===== config.mk =====
export PLATFORM = sky130hd
export DESIGN_NAME = keypad_scanner
export DESIGN_NICKNAME = d
export VERILOG_FILES = /design/src/rtl/keypad_scanner.sv
export SDC_FILE = /design/constraint.sdc
export NUM_CORES = 1
export LEC_CHECK = 0
export CAP_MARGIN = 20
export CORE_MARGIN = 1.5
export CORE_UTILIZATION = 46
export DETAILED_ROUTE_END_ITERATION = 7
export GPL_TIMING_DRIVEN = 0
export SETUP_SLACK_MARGIN = 0.02
export SLEW_MARGIN = 10
export SYNTH_ARGS = -nofsm -noshare
export SYNTH_HDL_FRONTEND = slang
export SYNTH_SLANG_ARGS = --single-unit

===== constraint.sdc =====
create_clock -name clk -period 7.9 [get_ports clk]
set_input_delay 1.58 -clock clk [delete_from_list [all_inputs] [get_ports clk]]
set_output_delay 1.58 -clock clk [all_outputs]
set_load 0.01 [all_outputs]

===== src/rtl/keypad_scanner.sv =====
// Matrix keypad scanner: walks one active-low column at a time, debounces the
// row pattern of the frozen column and reports single-key press/release events.
module keypad_scanner #(
   parameter int ROWS       = 4,
   parameter int COLS       = 4,
   parameter int SCAN_DIV   = 6250,
   parameter int DEB_CYCLES = 250000,
   localparam int KW        = $clog2(ROWS*COLS)
) (
   input  logic            clk,
   input  logic            rst_n,
   input  logic [ROWS-1:0] row_n,
   output logic [COLS-1:0] col_n,
   output logic [KW-1:0]   key_code,
   output logic            key_valid,
   output logic            key_down,
   output logic            key_release,
   output logic            multi_err
);
   localparam int CW = (COLS > 1) ? $clog2(COLS) : 1;
   localparam int RW = (ROWS > 1) ? $clog2(ROWS) : 1;
   localparam int DW = (SCAN_DIV > 1) ? $clog2(SCAN_DIV) : 1;
   localparam int BW = $clog2(DEB_CYCLES + 1);
   localparam int ZW = $clog2(ROWS + 1);

   typedef enum logic [1:0] {SCAN, DEBOUNCE, HELD} state_t;

   state_t          state;
   logic [ROWS-1:0] rows_m, rows_s, cap_rows;
   logic [CW-1:0]   col_idx, next_col;
   logic [DW-1:0]   dwell_cnt;
   logic [BW-1:0]   deb_cnt;
   logic [ZW-1:0]   zeros;
   logic [RW-1:0]   low_row;
   logic [KW-1:0]   code_calc;
   logic            all_ones;

   // row_n is asynchronous to clk; idle level (all released) is all ones
   always_ff @(posedge clk or negedge rst_n) begin
      if (!rst_n) begin
         rows_m <= '1;
         rows_s <= '1;
      end else begin
         rows_m <= row_n;
         rows_s <= rows_m;
      end
   end

   always_comb begin
      zeros   = '0;
      low_row = '0;
      for (int r = 0; r < ROWS; r++) begin
         if (!cap_rows[r]) begin
            zeros   = zeros + ZW'(1);
            low_row = RW'(r);
         end
      end
   end

   assign all_ones  = &rows_s;
   assign next_col  = (col_idx == CW'(COLS-1)) ? '0 : col_idx + CW'(1);
   assign code_calc = KW'(low_row) * KW'(COLS) + KW'(col_idx);

   always_ff @(posedge clk or negedge rst_n) begin
      if (!rst_n) begin
         state       <= SCAN;
         col_idx     <= '0;
         col_n       <= ~COLS'(1);
         dwell_cnt   <= '0;
         deb_cnt     <= '0;
         cap_rows    <= '1;
         key_code    <= '0;
         key_valid   <= 1'b0;
         key_down    <= 1'b0;
         key_release <= 1'b0;
         multi_err   <= 1'b0;
      end else begin
         key_valid   <= 1'b0;
         key_release <= 1'b0;
         multi_err   <= 1'b0;
         case (state)
            SCAN: begin
               if (dwell_cnt == DW'(SCAN_DIV-1)) begin
                  dwell_cnt <= '0;
                  if (all_ones) begin
                     col_idx <= next_col;
                     col_n   <= ~(COLS'(1) << next_col);
                  end else begin
                     cap_rows <= rows_s;
                     deb_cnt  <= '0;
                     state    <= DEBOUNCE;
                  end
               end else begin
                  dwell_cnt <= dwell_cnt + DW'(1);
               end
            end
            DEBOUNCE: begin
               // any change rescans the same column from a fresh dwell
               if (rows_s != cap_rows) begin
                  dwell_cnt <= '0;
                  state     <= SCAN;
               end else if (deb_cnt == BW'(DEB_CYCLES-1)) begin
                  deb_cnt <= '0;
                  state   <= HELD;
                  if (zeros == ZW'(1)) begin
                     key_code  <= code_calc;
                     key_valid <= 1'b1;
                     key_down  <= 1'b1;
                  end else begin
                     multi_err <= 1'b1;
                  end
               end else begin
                  deb_cnt <= deb_cnt + BW'(1);
               end
            end
            HELD: begin
               if (!all_ones) begin
                  deb_cnt <= '0;
               end else if (deb_cnt == BW'(DEB_CYCLES-1)) begin
                  // a multi-key press never raised key_down, so no release event
                  key_release <= key_down;
                  key_down    <= 1'b0;
                  col_idx     <= next_col;
                  col_n       <= ~(COLS'(1) << next_col);
                  dwell_cnt   <= '0;
                  deb_cnt     <= '0;
                  state       <= SCAN;
               end else begin
                  deb_cnt <= deb_cnt + BW'(1);
               end
            end
            default: state <= SCAN;
         endcase
      end
   end
endmodule


# Word-level counts from Yosys, hierarchy flattened
# Cells that the tools add are included.
# W data, S select, Z words.
dict set report classes {
  reduce_logical 12
  n_bitwise 3
  n_eq_ne 17
  n_addsub 7
  shift 1
  muxes 53
}
# operator count
set ops {}
lappend ops {{$mux W18} 5}
lappend ops {{$pmux W18 S3} 1}
lappend ops {{$mux W13} 4}
lappend ops {{$pmux W13 S3} 1}
lappend ops {{$mux W2} 13}
lappend ops {{$add A18 B1 Y18 const B} 1}
lappend ops {{$eq A18 B18 Y1 const B} 1}
lappend ops {{$mux W1} 18}
lappend ops {{$ne A2 B2 Y1 const B} 9}
lappend ops {{$mux W4} 4}
lappend ops {{$reduce_and A4 Y1} 4}
lappend ops {{$add A13 B1 Y13 const B} 1}
lappend ops {{$eq A13 B13 Y1 const B} 1}
lappend ops {{$reduce_and A5 Y1} 2}
lappend ops {{$add A3 B1 Y3 const B} 3}
lappend ops {{$mux W3} 3}
lappend ops {{$pmux W4 S2} 1}
lappend ops {{$pmux W2 S3} 1}
lappend ops {{$reduce_and A6 Y1} 1}
lappend ops {{$add A4 B2 Y4} 1}
lappend ops {{$eq A2 B2 Y1 const B} 2}
lappend ops {{$ne A4 B4 Y1} 1}
lappend ops {{$not A4 Y4} 1}
lappend ops {{$pmux W2 S2} 1}
lappend ops {{other kinds (11)} 13}
dict set report word_totals {
  in_bits 6
  out_inout_bits 12
  register_bits 59
}

# Logic depth before layout (Yosys ltp)
# Gate-level depths: netlist (run 1).
dict set report depth {
  depth_word 12
  ltp_mapped 9
}

# Worst setup path before layout (run 1)
# No wires, ideal clock.
dict set report synth_timing {
  path_type {register -> register}
  startpoint {reg cap_rows[0]}
  endpoint {reg key_code[0]}
  synth_period_minus_slack_ps 2626
  setup_slack_ps 5274
  n_path_buf 0
  setup_time_ps 125
  t_arrival_ps 2501
  stages_incl_launch_ff 8
  path_cell_list {dfstp_2 inv_1 ha_1 xnor2_1 ha_1 o41a_1 nor3b_2 mux2_2}
}
dict set report synth_between {
  elab_chain_cells 9
  word_cells_on_any_way 11
  classes_between {add/sub (3); eq/ne (2); mux (4); bitwise (1); reduce/logical (1)}
}
# element line
set synth_lines {}
lappend synth_lines {{from (decl)} 29} ;# logic [ROWS-1:0] rows_m, rows_s, cap_rows;
lappend synth_lines {{from (signal assigned)} 89} ;# cap_rows <= rows_s;
lappend synth_lines {{$mux W1} 53} ;# if (!cap_rows[r]) begin
lappend synth_lines {{$add A3 B1 Y3} 54} ;# zeros = zeros + ZW'(1);
lappend synth_lines {{$mux W3} 53}
lappend synth_lines {{$add A3 B1 Y3} 54}
lappend synth_lines {{$mux W3} 53}
lappend synth_lines {{$add A3 B1 Y3} 54}
lappend synth_lines {{$mux W3} 53}
lappend synth_lines {{$eq A3 B1 Y1} 105} ;# if (zeros == ZW'(1)) begin
lappend synth_lines {{$reduce_and A4 Y1 (no line) (*)} -}
lappend synth_lines {{to (signal assigned)} 106} ;# key_code <= code_calc;
lappend synth_lines {{to (decl)} 14} ;# output logic [KW-1:0] key_code,
# Every way passes the cells marked *; elsewhere a longest branch is shown, timed or not.
# A chain may end at the register's enable or synchronous reset.

# Final worst setup path (run 1)
dict set report layout_timing {
  startpoint {reg col_n[1]}
  endpoint {out col_n[1]}
}
# element line
set layout_rtl {}
lappend layout_rtl {{from (decl)} 13} ;# output logic [COLS-1:0] col_n,
lappend layout_rtl {{from (signal assigned)} 68} ;# col_n <= ~COLS'(1);
lappend layout_rtl {{from (signal assigned)} 87} ;# col_n <= ~(COLS'(1) << next_col);
lappend layout_rtl {{from (signal assigned)} 124} ;# col_n <= ~(COLS'(1) << next_col);
# No word-level cell between the ends.

==> flow_metrics.env, run 1 <==
export IMPL_synth_edf_count=0
export IMPL_path_delay_family="flip-flops"
export IMPL_syn_area_per_cell_um2=9.770
export IMPL_relSlewSlack_pct=42.29
export IMPL_hold_slack_ns=0.3490
export IMPL_wirelength_mm=7.011
export IMPL_yosys_register_bits=59
export IMPL_p_int_uw=461.9
export IMPL_diodes=0
export IMPL_fin_skew_ns=0.008516
export IMPL_power_frac_comb_pct=1.6
export IMPL_slowest_delay_ns=0.53
export IMPL_cts_resized=0
export IMPL_rows=30
export IMPL_htree_num_levels=3
export IMPL_min_period_ns=2.970
export IMPL_post_cts_buffers=0
export IMPL_hp_class="reg -> reg"
export IMPL_antenna_found_initial=0
export IMPL_status="finished clean"
export IMPL_power_density_nw_per_um2=154.3
export IMPL_yosysSeqAreaShare_pct=45.01
export IMPL_drcViolationCount=0
export IMPL_finalSetupViolCount=0
export IMPL_routed_via_count=2690
export IMPL_fin_nets=388
export IMPL_cts_sinks=59
export IMPL_cp_start_kind="flip-flop"
export IMPL_hold_viol_final=0
export IMPL_synth_common_cells="dfrtp_1 (44), inv_1 (29), o21ai_0 (21)"
export IMPL_clockPowerShare_pct=46.0
export IMPL_syn_cell_area_um2=3322
export IMPL_initial_core_util_pct=48.10
export IMPL_p_sw_share_pct=21.31
export IMPL_synth_distinct_cells=57
export IMPL_fp_dieW_um=87.98
export IMPL_dieArea_um2=7740
export IMPL_synth_top_cell_area_share_pct=33.15
export IMPL_postSynthCellCount=340
export IMPL_slew_viol_final=0
export IMPL_ys_top_cells_by_area="dfrtp_1 (33%), dfstp_2 (12%), ha_1 (5.3%)"
export IMPL_path_class="reg -> out"
export IMPL_cts_buffers=9
export IMPL_die_height_um=87.98
export IMPL_dp_hpwl_mm=4.915
export IMPL_required_ns=6.32
export IMPL_finalPower_uw=587.0
export IMPL_met1_usage_pct=26.23
export IMPL_synthFlopType="dfrtp_1"
export IMPL_finalCritPeriodShare_pct=37.60
export IMPL_drive_gt1_share_pct=15.28
export IMPL_core_um2=6907
export IMPL_setup_tns_ns=0
export IMPL_detail_route_wl_per_cell_um=14.95
export IMPL_clock_latency_ns=0.34
export IMPL_grt_overflow=0
export IMPL_antenna_left=0
export IMPL_portBuffers=17
export IMPL_grt_pass1_wl_mm=11.93
export IMPL_switchingPower_uw=125.1
export IMPL_cts_hold_buffers_added=0
export IMPL_arrival_ns=1.39
export IMPL_rsz0062_at_grt="no"
export IMPL_grt_usage_pct=20.08
export IMPL_root_buffer="clkbuf_8"
export IMPL_synth_fp_nets=360
export IMPL_cp_max_fo=2
export IMPL_yosys_area_top_type="dfrtp_1"
export IMPL_use_met3_pct=5.749
export IMPL_vias_per_cell=5.736
export IMPL_async_reset_ff_share_pct=100.0
export IMPL_cp_cell_sequence="clkdlybuf4s50_1"
export IMPL_yosysMostFrequentCell="dfrtp_1"
export IMPL_worst_pin_slew_ns=0.8577
export IMPL_grt_pass1_vias=2460
export IMPL_crit_path_end_kind="output port"
export IMPL_path_clk_slew_ns=0.07
export IMPL_grt_max_degree=60
export IMPL_ctsLongestPathBuffers=2
export IMPL_yosysWarnings=0
export IMPL_seqPwrFrac_pct=52.4
export IMPL_p_leak_nw=1.471
export IMPL_synthToLayoutAreaGrowth_pct=14.54
export IMPL_irDropWorstVdd_v=0.0001007
export IMPL_busiest_layer="met2"
export IMPL_drt_pass1_iter_count=4
export IMPL_gp_congestion=0.8137
export IMPL_ioPinCount=18
export IMPL_cts_tree="built"
export IMPL_slowest_stage="dfstp_2"
export IMPL_drv_cap=0
export IMPL_drtIter0Drc=143
export IMPL_grt_met2_usage_pct=32.27
export IMPL_crit_buf_inv=1
export IMPL_max_freq_mhz=336.7
[flip-flops by register name, summed over array words and instances (netlist names)]
register and count:
rows_m 4, state 2, dwell_cnt 13, multi_err 1, cap_rows 4, deb_cnt 18, col_idx 2, key_release 1
key_down 1, col_n 4, key_code 4, rows_s 4, key_valid 1
[final cells by class]
cell class	count	area [um2]
plain buffers	16	75.07
clock buffers	11	141.4
clock inverters	5	53.80
fillers	645	3102
inverters	29	108.9
multi-input cells	236	1643
flip-flops and latches	59	1495
well taps	96	120.1
repair buffers	17	167.7
[metrics by stage]
stage                     cell area (um2)  cells  utilization [%]  setup WS [ns]
after floorplan                      3322    340                -          5.274
after global placement               3612    453            52.30          3.344
after detailed placement             3610    453            52.26          5.043
after CTS                            3805    469            55.09          4.902
after global routing                 3805    469            55.09          4.874
final                                3805    469            55.09          4.930
[kinds of logic after synthesis]
kind of cell	share of synthesized area, %
adders and majority gates	5.273
xor gates and xnor gates	1.582
and+or+nand+nor	18.87
buffers and inverters	5.537
DFF	45.01
muxes	4.181
AOI/OAI and AO/OA	19.55
[placed cells by master (no fill, tap or decap), drive strengths merged, types with 3 or more instances in the layout]
| master | instances |
|---|---|
| nand2b | 8 |
| clkinv | 4 |
| nor4 | 4 |
| o31ai | 20 |
| o21ai | 23 |
| a31oi | 6 |
| nor2b | 4 |
| and4 | 3 |
| a211oi | 12 |
| mux2 | 10 |
| nand4 | 12 |
| inv | 29 |
| clkdlybuf4s50 | 16 |
| dfstp | 15 |
| o41ai | 3 |
| xor2 | 4 |
| clkbuf | 22 |
| or3 | 3 |
| nor3 | 8 |
| and3 | 4 |
| nand3 | 18 |
| o22ai | 16 |
| a21oi | 3 |
| nand2 | 14 |
| ha | 14 |
| dfrtp | 44 |
| nor2 | 18 |
| buf | 6 |
[path summary, 6_finish.rpt]
check | start | endpoint | slack [ns] | cells past startpoint
worst max register to register | cap_rows[0] | key_code[1] | 5.03 | 7
worst max-delay path | col_n[1] | col_n[1] | 4.93 | 1
worst min-delay path | rows_m[0] | rows_s[0] | 0.35 | 0
worst min register to register | rows_m[0] | rows_s[0] | 0.35 | 0
min in group asynchronous | rst_n | col_idx[1] | 1.30 | 1
max in group asynchronous | rst_n | deb_cnt[8] | 6.10 | 1
[routing by layer]
layer / share of wire (%) / up-vias
met3: 4.5 / 8
met2: 46 / 52
met1: 48 / 1310
met5: 0 / -
met4: 1.4 / 0
li1: - / 1320
[power by group through the flow]
| stage | clock (mW) | sequential [mW] | combinational (mW) |
|---|---|---|---|
| 3_5_place_dp | 0 | 0.313 | 0.00998 |
| 2_1_floorplan | 0 | 0.313 | 0.00119 |
| 6_report | 0.270 | 0.308 | 0.00937 |
| 3_3_place_gp | 0 | 0.313 | 0.0100 |
| 4_1_cts | 0.280 | 0.307 | 0.00997 |
| 5_1_grt | 0.293 | 0.307 | 0.0110 |
(Power assumes the default switching activity.)
==> run 2, diff against run 1 <==
Clock period 7.9 ns to 2.86 ns, I/O delays scaled along.
==> flow_metrics.env, run 2 (same netlist as run 1, synthesis figures left out) <==
export IMPL_cts_tree="built"
export IMPL_grt_max_degree=60
export IMPL_wirelength_mm=7.025
export IMPL_slowest_delay_ns=0.57
export IMPL_irDropWorstVdd_v=0.0002768
export IMPL_drive_gt1_share_pct=15.82
export IMPL_finalCritPeriodShare_pct=95.52
export IMPL_cts_buffers=9
export IMPL_diodes=0
export IMPL_final_util_pct=55.38
export IMPL_worst_pin_slew_ns=0.8577
export IMPL_grt_usage_pct=20.08
export IMPL_dieArea_um2=7740
export IMPL_crit_top_cell="ha_1"
export IMPL_die_height_um=87.98
export IMPL_routed_via_count=2691
export IMPL_clockPowerShare_pct=46.0
export IMPL_portBuffers=17
export IMPL_rsz0062_at_grt="no"
export IMPL_hp_class="in -> async"
export IMPL_path_clk_slew_ns=0.07
export IMPL_grt_overflow=0
export IMPL_final_cell_mix="dfrtp_1 (44), inv_1 (29), o21ai_0 (21)"
export IMPL_slowest_stage="dfstp_2"
export IMPL_cp_start_kind="flip-flop"
export IMPL_synthToLayoutAreaGrowth_pct=15.14
export IMPL_rr_worst_depth=7
export IMPL_relSlewSlack_pct=42.29
export IMPL_slew_viol_final=0
export IMPL_drv_cap=0
export IMPL_power_frac_comb_pct=1.6
export IMPL_largest_reg_flops=18
export IMPL_ioPinCount=18
export IMPL_r2r_end="key_code[1]"
export IMPL_drt_pass1_iter_count=4
export IMPL_cp_cell_sequence="inv_1 > ha_1 > xnor2_2 > ha_1 > o41a_1 > nor3b_4 > mux2_2"
export IMPL_p_int_mw=1.276
export IMPL_min_period_ns=2.732
export IMPL_rrSetupSlack_ns=0.13
export IMPL_power_density_nw_per_um2=424.0
export IMPL_reg_largest_list="deb_cnt (18), dwell_cnt (13)"
export IMPL_ctsLongestPathBuffers=2
export IMPL_cp_max_fo=5
export IMPL_initial_core_util_pct=48.10
export IMPL_arrival_ns=2.95
export IMPL_root_buffer="clkbuf_8"
export IMPL_vias_per_cell=5.738
export IMPL_core_um2=6907
export IMPL_drcViolationCount=0
export IMPL_p_leak_nw=1.493
export IMPL_hold_viol_final=0
export IMPL_fp_dieW_um=87.98
export IMPL_status="finished clean"
export IMPL_grt_pass1_vias=2460
export IMPL_timing_rr_start="cap_rows[0]"
export IMPL_htree_num_levels=3
export IMPL_gp_congestion=0.8137
export IMPL_regMostFlops="deb_cnt"
export IMPL_crit_path_end_kind="flip-flop"
export IMPL_clock_latency_ns=0.34
export IMPL_antenna_found_initial=0
export IMPL_drtIter0Drc=105
export IMPL_rows=30
export IMPL_p_sw_share_pct=21.33
export IMPL_final_common_cell="dfrtp_1"
export IMPL_antenna_left=0
export IMPL_dp_hpwl_mm=4.915
export IMPL_cts_sinks=59
export IMPL_finalSetupViolCount=0
export IMPL_path_class="reg -> reg"
export IMPL_fin_nets=388
export IMPL_fin_skew_ns=0.008315
export IMPL_seqPwrFrac_pct=52.4
export IMPL_max_freq_mhz=366.0
export IMPL_required_ns=3.08
export IMPL_detail_route_wl_per_cell_um=14.98
export IMPL_finalPower_mw=1.622
export IMPL_grt_pass1_wl_mm=11.92
export IMPL_switchingPower_uw=345.9
run 2: changes by cell type in the layout (fill, tap and decap cells not counted):
cell     change
nor3b_2      -1
nor4_1       -1
xnor2_2      +1
nor3b_4      +1
xnor2_1      -1
nor4_2       +1
run 2: worst max path at each step:
| stage | startpoint | endpoint | slack (ns) | cells past startpoint |
|---|---|---|---|---|
| after global placement | rst_n | dwell_cnt[6] | -0.69 | 1 |
| after detailed placement | cap_rows[0] | key_code[1] | 0.003 | 7 |
| after global routing | cap_rows[0] | key_code[1] | 0.03 | 7 |
| final | cap_rows[0] | key_code[1] | 0.13 | 7 |
| after CTS | cap_rows[0] | key_code[1] | 0.03 | 7 |
| after floorplan | cap_rows[0] | key_code[0] | 0.23 | 7 |
run 2: per-stage QoR:
step / cells / TNS, ns / hold WS (ns) / area, um2 / worst slack [ns]
floorplan: 340 / 0 / 0.2764 / 3322 / 0.2344
global placement: 453 / -30.51 / 0.3454 / 3612 / -0.6884
detailed placement: 453 / 0 / 0.3469 / 3610 / 0.003124
CTS: 469 / 0 / 0.3162 / 3811 / 0.02612
global route: 469 / 0 / 0.3506 / 3825 / 0.03180
finish: 469 / 0 / 0.2854 / 3825 / 0.1281
run 2: final cells by class:
cell class              instances  area (um2)
plain buffers                  16       75.07
inverters                      29       108.9
clock buffers                  11       141.4
clock inverters                 5       53.80
fillers                       643        3082
flip-flops and latches         59        1495
repair buffers                 17       167.7
well taps                      96       120.1
multi-input cells             236        1663
run 2: layer usage:
| metal | vias to the layer above | GRT usage, % | part of all wire, % | wire length [um] |
|---|---|---|---|---|
| li1 | 1319 | - | - | - |
| met1 | 1324 | 26.29 | 49 | 3425 |
| met2 | 40 | 32.20 | 46 | 3233 |
| met3 | 8 | 5.749 | 3.8 | 265 |
| met4 | 0 | 6.205 | 1.4 | 100 |
| met5 | - | 0 | 0 | 0 |
run 2: critical path: cells and delay by family (launching register included):
kind	cells	cell delay (ns)
compound gates	1	0.50
simple gates	1	0.32
buf+inv	1	0.05
fa+ha+maj	2	0.59
mux	1	0.37
flops	1	0.57
xor+xnor	1	0.21
run 2: power by group through the flow:
stage / Clock [mW] / Sequential [mW] / Combinational [mW]
4_1_cts: 0.772 / 0.849 / 0.0275
6_report: 0.746 / 0.849 / 0.0267
2_1_floorplan: 0 / 0.863 / 0.00329
3_5_place_dp: 0 / 0.864 / 0.0276
5_1_grt: 0.809 / 0.849 / 0.0313
3_3_place_gp: 0 / 0.864 / 0.0276
run 2: what timing repair did:
action                                  4_1_cts  5_1_grt
hold buffers                                  0        0
endpoints found under the setup margin        4       20
resized for setup                             1        2
pin swaps                                     0        1
buffers inserted                              0        0
hold endpoints to repair                      0        0
